--- src/rtl/if_stage.sv ---
// rtl/if_stage.sv - MIPS instruction-fetch stage: PC register, SRAM fetch request, redirect latch.
// Optional fetch alignment check is enabled by defining FETCH_ALIGN_CHECK_EN.
module if_stage #(
  parameter logic [31:0] RESET_PC  = 32'hbfc0_0000,
  parameter int          STALL_BUS = 6
) (
  input  logic                 clk,
  input  logic                 rst,
  input  logic [STALL_BUS-1:0] stall,
  input  logic [32:0]          br_bus,
  output logic [32:0]          if_to_id_bus,
  output logic                 inst_sram_en,
  output logic [3:0]           inst_sram_wen,
  output logic [31:0]          inst_sram_addr,
  output logic [31:0]          inst_sram_wdata
`ifdef FETCH_ALIGN_CHECK_EN
  ,
  output logic                 if_excp
`endif
);

  localparam logic STOP = 1'b1;

  typedef enum logic [1:0] {
    S_RESET = 2'd0,
    S_RUN   = 2'd1,
    S_HOLD  = 2'd2
  } state_t;

  state_t      state;
  state_t      state_nxt;

  logic [31:0] pc_reg;
  logic        ce_reg;
  logic        pend_v;
  logic [31:0] pend_addr;

  logic        br_e;
  logic [31:0] br_addr;
  logic        stop;

  logic        adv_reset;
  logic        adv_run;
  logic        capture;

  logic [31:0] seq_pc;
  logic [31:0] run_pc;
  logic [31:0] pc_nxt;
  logic        ce_nxt;
  logic        pend_v_nxt;
  logic [31:0] pend_addr_nxt;

  logic        unused_stall;

  assign br_e         = br_bus[32];
  assign br_addr      = br_bus[31:0];
  assign stop         = (stall[0] == STOP);
  assign unused_stall = ^stall[STALL_BUS-1:1];

  always_ff @(posedge clk or posedge rst) begin
    if (rst) begin
      state <= S_RESET;
    end else begin
      state <= state_nxt;
    end
  end

  always_comb begin
    state_nxt = state;
    case (state)
      S_RESET, S_RUN, S_HOLD: state_nxt = stop ? S_HOLD : S_RUN;
      default:                state_nxt = S_RESET;
    endcase
  end

  // The RESET exit edge only steps to RESET_PC; redirects are not honoured until RUN/HOLD.
  always_comb begin
    adv_reset = 1'b0;
    adv_run   = 1'b0;
    capture   = 1'b0;
    case (state)
      S_RESET: adv_reset = ~stop;
      S_RUN, S_HOLD: begin
        adv_run = ~stop;
        capture = stop & br_e;
      end
      default: ;
    endcase
  end

  assign seq_pc = pc_reg + 32'd4;

  // A live branch beats the latched one; either way the latch is consumed on advance.
  always_comb begin
    run_pc = seq_pc;
    if (br_e) begin
      run_pc = br_addr;
    end else if (pend_v) begin
      run_pc = pend_addr;
    end
  end

  always_comb begin
    pc_nxt        = pc_reg;
    ce_nxt        = ce_reg;
    pend_v_nxt    = pend_v;
    pend_addr_nxt = pend_addr;
    if (adv_reset) begin
      pc_nxt = seq_pc;
      ce_nxt = 1'b1;
    end else if (adv_run) begin
      pc_nxt     = run_pc;
      ce_nxt     = 1'b1;
      pend_v_nxt = 1'b0;
    end else if (capture) begin
      pend_v_nxt    = 1'b1;
      pend_addr_nxt = br_addr;
    end
  end

  always_ff @(posedge clk or posedge rst) begin
    if (rst) begin
      pc_reg    <= RESET_PC - 32'd4;
      ce_reg    <= 1'b0;
      pend_v    <= 1'b0;
      pend_addr <= 32'd0;
    end else begin
      pc_reg    <= pc_nxt;
      ce_reg    <= ce_nxt;
      pend_v    <= pend_v_nxt;
      pend_addr <= pend_addr_nxt;
    end
  end

`ifdef FETCH_ALIGN_CHECK_EN
  logic excp_reg;

  // Computed from next-state values so the flag lines up with the PC it describes.
  always_ff @(posedge clk or posedge rst) begin
    if (rst) begin
      excp_reg <= 1'b0;
    end else begin
      excp_reg <= ce_nxt & (pc_nxt[1:0] != 2'b00);
    end
  end

  assign if_excp      = excp_reg;
  assign inst_sram_en = ce_reg & ~excp_reg;
`else
  assign inst_sram_en = ce_reg;
`endif

  assign if_to_id_bus    = {ce_reg, pc_reg};
  assign inst_sram_addr  = pc_reg;
  assign inst_sram_wen   = 4'b0000;
  assign inst_sram_wdata = 32'd0;

endmodule

--- config.mk ---
export PLATFORM = sky130hd
export DESIGN_NAME = if_stage
export DESIGN_NICKNAME = d
export VERILOG_FILES = /design/src/rtl/if_stage.sv
export SDC_FILE = /design/constraint.sdc
export NUM_CORES = 1
export LEC_CHECK = 0
export BUFFER_PORTS_ARGS = -buffer_cell sky130_fd_sc_hd__clkbuf_2
export CORE_UTILIZATION = 38
export CTS_CLUSTER_DIAMETER = 120
export CTS_CLUSTER_SIZE = 16
export DETAILED_ROUTE_END_ITERATION = 10
export PLACE_DENSITY = 0.69
export SLEW_MARGIN = 40
export SYNTH_ARGS = -nofsm -noshare
export SYNTH_HDL_FRONTEND = slang
export SYNTH_SLANG_ARGS = --single-unit
--- constraint.sdc ---
create_clock -name clk -period 2.33 [get_ports clk]
set_input_delay 0.1165 -clock clk [delete_from_list [all_inputs] [get_ports clk]]
set_output_delay 0.1165 -clock clk [all_outputs]
set_load 0.005 [all_outputs]
Word level (Yosys, flattened, before mapping) --
Index checks and enable logic that the tools add are counted.
Storage, ports and cells: logic and storage cells 32, flip-flop bits (word level) 68, bits of input ports 41, output and inout bits 102
Cells by class: reductions and logical operators 7, bitwise gates (word level) 4, equality and inequality tests 2, $add $sub $neg 1, multiplexer cells 13
Operator list (count):
- 32-bit two-way mux | 4
- 32-bit by 3-bit adder with 32-bit output, second input constant | 1
- 1-bit two-way mux | 7
- 2-bit two-way mux | 2
- 2-bit nonzero test | 2
- 1-bit NOT | 3
- 3-bit AND reduction | 1
- 3-bit OR reduction | 1
- 2-bit by 1-bit equality test with 1-bit output, second input constant | 1
- 2-bit equality test, second input constant | 1
- 2-bit logical NOT | 1
- 2-bit AND reduction | 1
- 2-bit OR reduction | 1
- 1-bit AND | 1

Depth between registers and ports, before layout --
depth after elaboration 5, mapped depth 10, gate-level depth less buffers 7

Worst setup path before layout --
OpenSTA, ideal clock, no wires.
path kind register to register, start point register pc_reg[2] (netlist: inst_sram_addr[2]), end point register pc_reg[30] (netlist: inst_sram_addr[30]), required time 2.209 ns, arrival 2.157 ns, slack 0.052 ns, stages on the path, launching flop included 7, path buffers 0, cell sequence dfstp_2 -> ha_1 -> nand4_1 -> or4_1 -> nor4_1 -> a2bb2oi_1 -> nand2_1
On the way: word-level cells in the longest chain between the ends 5
Ends and longest elaborated chain:
- from (decl) | line 33 | logic [31:0] pc_reg;
- from (signal assigned) | line 123 | pc_reg <= RESET_PC - 32'd4;
- from (signal assigned) | line 128 | pc_reg <= pc_nxt;
- 32-bit by 3-bit adder with 32-bit output * | line 91 | assign seq_pc = pc_reg + 32'd4;
- 32-bit two-way mux | line 98 | end else if (pend_v) begin
- 32-bit two-way mux | line 96 | if (br_e) begin
- 32-bit two-way mux | line 111 | end else if (adv_run) begin
- 32-bit two-way mux * | line 108 | if (adv_reset) begin
Mark *: on every way between the ends. The rest lies on a longest branch, timed or not. The select of a mux whose other input is x is not followed. A chain may end at the register's enable or synchronous reset.

Worst setup path after layout --
Ends and elaborated chain as after synthesis.

==> results by group <==
Yosys
  • Post-synthesis compound-gate area fraction: 18.6%
  • Top FF cell, synth: dfrtp_1
  • Ys async rst share: between 90% and 100%
  • EDFF count, synth: 0
  • Synth area leaders: dfrtp_1 (23%), dfstp_2 (17%), buf_4 (12%)
  • Avg Inst Size Synth: approximately 9.1 µm²
  • Seq/Total Area, Yosys: ~41%
  • Share of the synthesized area in the top cell type: about a quarter
  • Unique cell type count in the Yosys netlist: roughly 50
  • Simple-gate share of the synthesized area: between 10% and 20%
  • XOR/XNOR Fraction of Synth Area: 0%
  • Synthesized-area fraction occupied by adder cells: less than 1%
  • Mux cell area share after synthesis: about 8.4%
  • Ys Warns: 0
  • Mapped Area: 4280 µm²
  • Leading area contributor after synthesis: dfrtp_1
  • Cells after Synth: roughly 470
  • Main combinational cell family by area after synthesis: compound AO/OA/AOI/OAI gates
  • Yosys reg bits: between 60 and 70

Timing
  • Slack of the critical path: around 0.051 ns
  • Final period util: 97.8%
  • Fin. Hold Viols: 0
  • Setup violators final: 0
  • Slew Limit Fails: 0
  • Worst slew pin tran: roughly 0.67 ns
  • Final min period: approximately 2.3 ns
  • Fmax: ~440 MHz
  • RSZ-0062 raised after global routing: yes
  • Clock skew: roughly 0.008 ns
  • Relative slew slack: a little under three fifths

GRT
  • Initial antenna violation count: 0
  • Grt ovf: 0
  • GRT Util Overall: roughly a fifth
  • Vias in the first global route: approximately 3,300
  • First-pass GRT wire length: 16.7 mm
  • Largest net degree at the start of global routing: 40

Floorplan
  • Rows: 38
  • Die area: 11,700 µm²
  • Initial Utilization: between 30% and 40%
  • Die H: between 100 and 150 µm
  • Die X: 108 µm
  • Io pins: about 140
  • Core area: ~11,000 µm²

Routing
  • Vias per cell: around 5.3
  • Drt first pass iters: 4
  • # DRC: 0
  • Final wirelength: between 10 and 15 mm
  • Routed len/inst: ~16 µm
  • ANT nets after route: 0
  • DR vias: between 3,000 and 4,000
  • DRT iter0 DRCs: 272

Clocking
  • CTS Sinks: 68
  • H-tree levels: 3
  • CTS tree: yes
  • CTS buffer count: 9
  • Reg clk slew, reported paths: 0.08 ns
  • Clk buf depth: 2
  • Clock Latency Late Sink: around 0.35 ns
  • Root Driver: clkbuf_8

Layout
  • Most common cell after layout, fill and taps aside: clkbuf_2
  • Fill cells: 1,044
  • Multi-input logic area: between 2000 and 2500 µm²
  • Most frequent cells in the layout: clkbuf_2 (101), nand2_1 (46), dfrtp_1 (40), conb_1 (36)
  • Antenna diodes: 0
  • Nets: 592
  • Reg area: ~1700 µm²
  • Layout cells sized above 1: a little under two fifths
  • Post-route cell area: 4940 µm²
  • Synthesis-to-layout area growth: 15.4%

Setup path
  • CP bufs+invs: 0
  • Delay-heaviest family, CP: simple AND/OR/NAND/NOR gates
  • Worst Setup Path Type: flop to flop
  • Worst path max stage delay: between 0.6 and 0.7 ns
  • Worst EP arrival: 2.52 ns
  • Required time worst endpoint: around 2.6 ns
  • Crit end category: flop
  • Cells along the critical path: ha_1, nand4_1, or4_1, nor4_4, a2bb2oi_1, nand2_1
  • CP max stage cell: or4_1
  • Critical Path Source Type: flop
  • Worst Path Max Fanout: 6

Job
  • MaxCap Viol Count: 0

Min path
  • Hold Crit Class: primary input to flop

Placed design
  • Port bufs: 101
  • Placed Instance Area: ~4700 µm²
  • Dpl hpwl: 7.85 mm
  • Pre-CTS setup slack: 0.0719 ns
  • RD Place Congestion: between 0.8 and 0.9

Pwr
  • PwrDens: between 900 and 1000 nW/µm²
  • Maximum VDD drop: just over 300 µV
  • Leakage: 2.23 nW

Run status
  • Status: completed
==> cells in the mapped netlist (all sizes together), types with 5 or more instances <==
| library cell | n |
|---|---|
| buf | 70 |
| nand2 | 46 |
| dfrtp | 40 |
| o21ai | 35 |
| nor2 | 34 |
| mux2 | 32 |
| dfstp | 28 |
| clkbuf | 27 |
| nand3 | 21 |
| a21oi | 19 |
| a22oi | 19 |
| inv | 11 |
| nand4 | 7 |
| nor4 | 7 |
| a22o | 6 |
| a31oi | 5 |
| and3 | 5 |
| o311ai | 5 |
| o32ai | 5 |
| or4 | 5 |
==> registers in the layout, summed over array words and instances (netlist names) <==
| register | cells |
|---|---|
| pend_v | 1 |
| inst_sram_en | 1 |
| pend_addr | 32 |
| state | 2 |
| inst_sram_addr | 32 |
==> through the flow <==
step / hold slack [ns] / TNS (ns) / cells / utilization [%] / power [mW]
3_5_place_dp: 0.243 / 0 / 674 / 42.9 / 3.43
6_report: 0.0175 / 0 / 693 / 45.4 / 4.51
5_1_grt: 0.00708 / -0.0797 / 693 / 45.4 / 4.82
2_1_floorplan: 0.183 / 0 / 504 / - / 3.01
4_1_cts: 0.000198 / 0 / 693 / 45.2 / 4.53
3_3_place_gp: 0.238 / 0 / 674 / 42.9 / 3.38
==> cell families after synthesis <==
logic type | count (synthesis)
and+or+nand+nor | 138
buffers and inverters | 108
other | 1
adders and majority gates | 3
DFF | 68
AOI/OAI and AO/OA | 119
muxes | 32
==> path summary, 6_finish.rpt <==
kind	from	end	slack, ns	depth (start not counted)
setup / recovery	inst_sram_addr[2]	inst_sram_addr[30]	0.05	6
hold / removal	br_bus[13]	pend_addr[13]	0.02	2
setup reg to reg	inst_sram_addr[2]	inst_sram_addr[30]	0.05	6
hold reg to reg	inst_sram_en	inst_sram_en	0.50	1
max in group asynchronous	rst	inst_sram_addr[6]	1.23	4
min in group asynchronous	rst	inst_sram_addr[22]	0.40	3
==> power by group <==
group	switching (mW)	total (mW)	internal, mW
logic	0.672	1.36	0.693
clock network	0.457	1.08	0.627
registers	0.415	2.06	1.65
==> timing repair <==
action | 4_1_cts | 5_1_grt
hold buffers | 3 | 0
endpoints found under the hold margin | 14 | 0
resized for setup | 0 | 4
buffers inserted | 0 | 0
setup endpoints to repair | 0 | 2
==> worst reg2reg max path: stages (launching register included) <==
cell and delay [ns]:
dfstp_2 0.60, ha_1 0.19, nand4_1 0.12, or4_1 0.65, nor4_4 0.34, a2bb2oi_1 0.21
nand2_1 0.07
==> layout make-up <==
type | instances | share of cell area [%]
timing repair buffer | 130 | 15.0
clock inverter | 5 | 1.52
multi-input combinational | 328 | 41.0
inverter | 11 | 0.836
sequential | 68 | 35.2
clock buffer | 11 | 2.86
tap | 140 | 3.55
==> layer usage <==
| layer | GRT usage (%) | vias to the layer above | part of all wire (%) |
|---|---|---|---|
| met3 | 2.41 | 17 | 4.4 |
| met5 | 0 | - | 0 |
| met2 | 28.1 | 137 | 46 |
| li1 | - | 1743 | - |
| met1 | 26.5 | 1796 | 48 |
| met4 | 9.78 | 0 | 2.1 |
No activity file was read; power rests on OpenSTA's default activity.
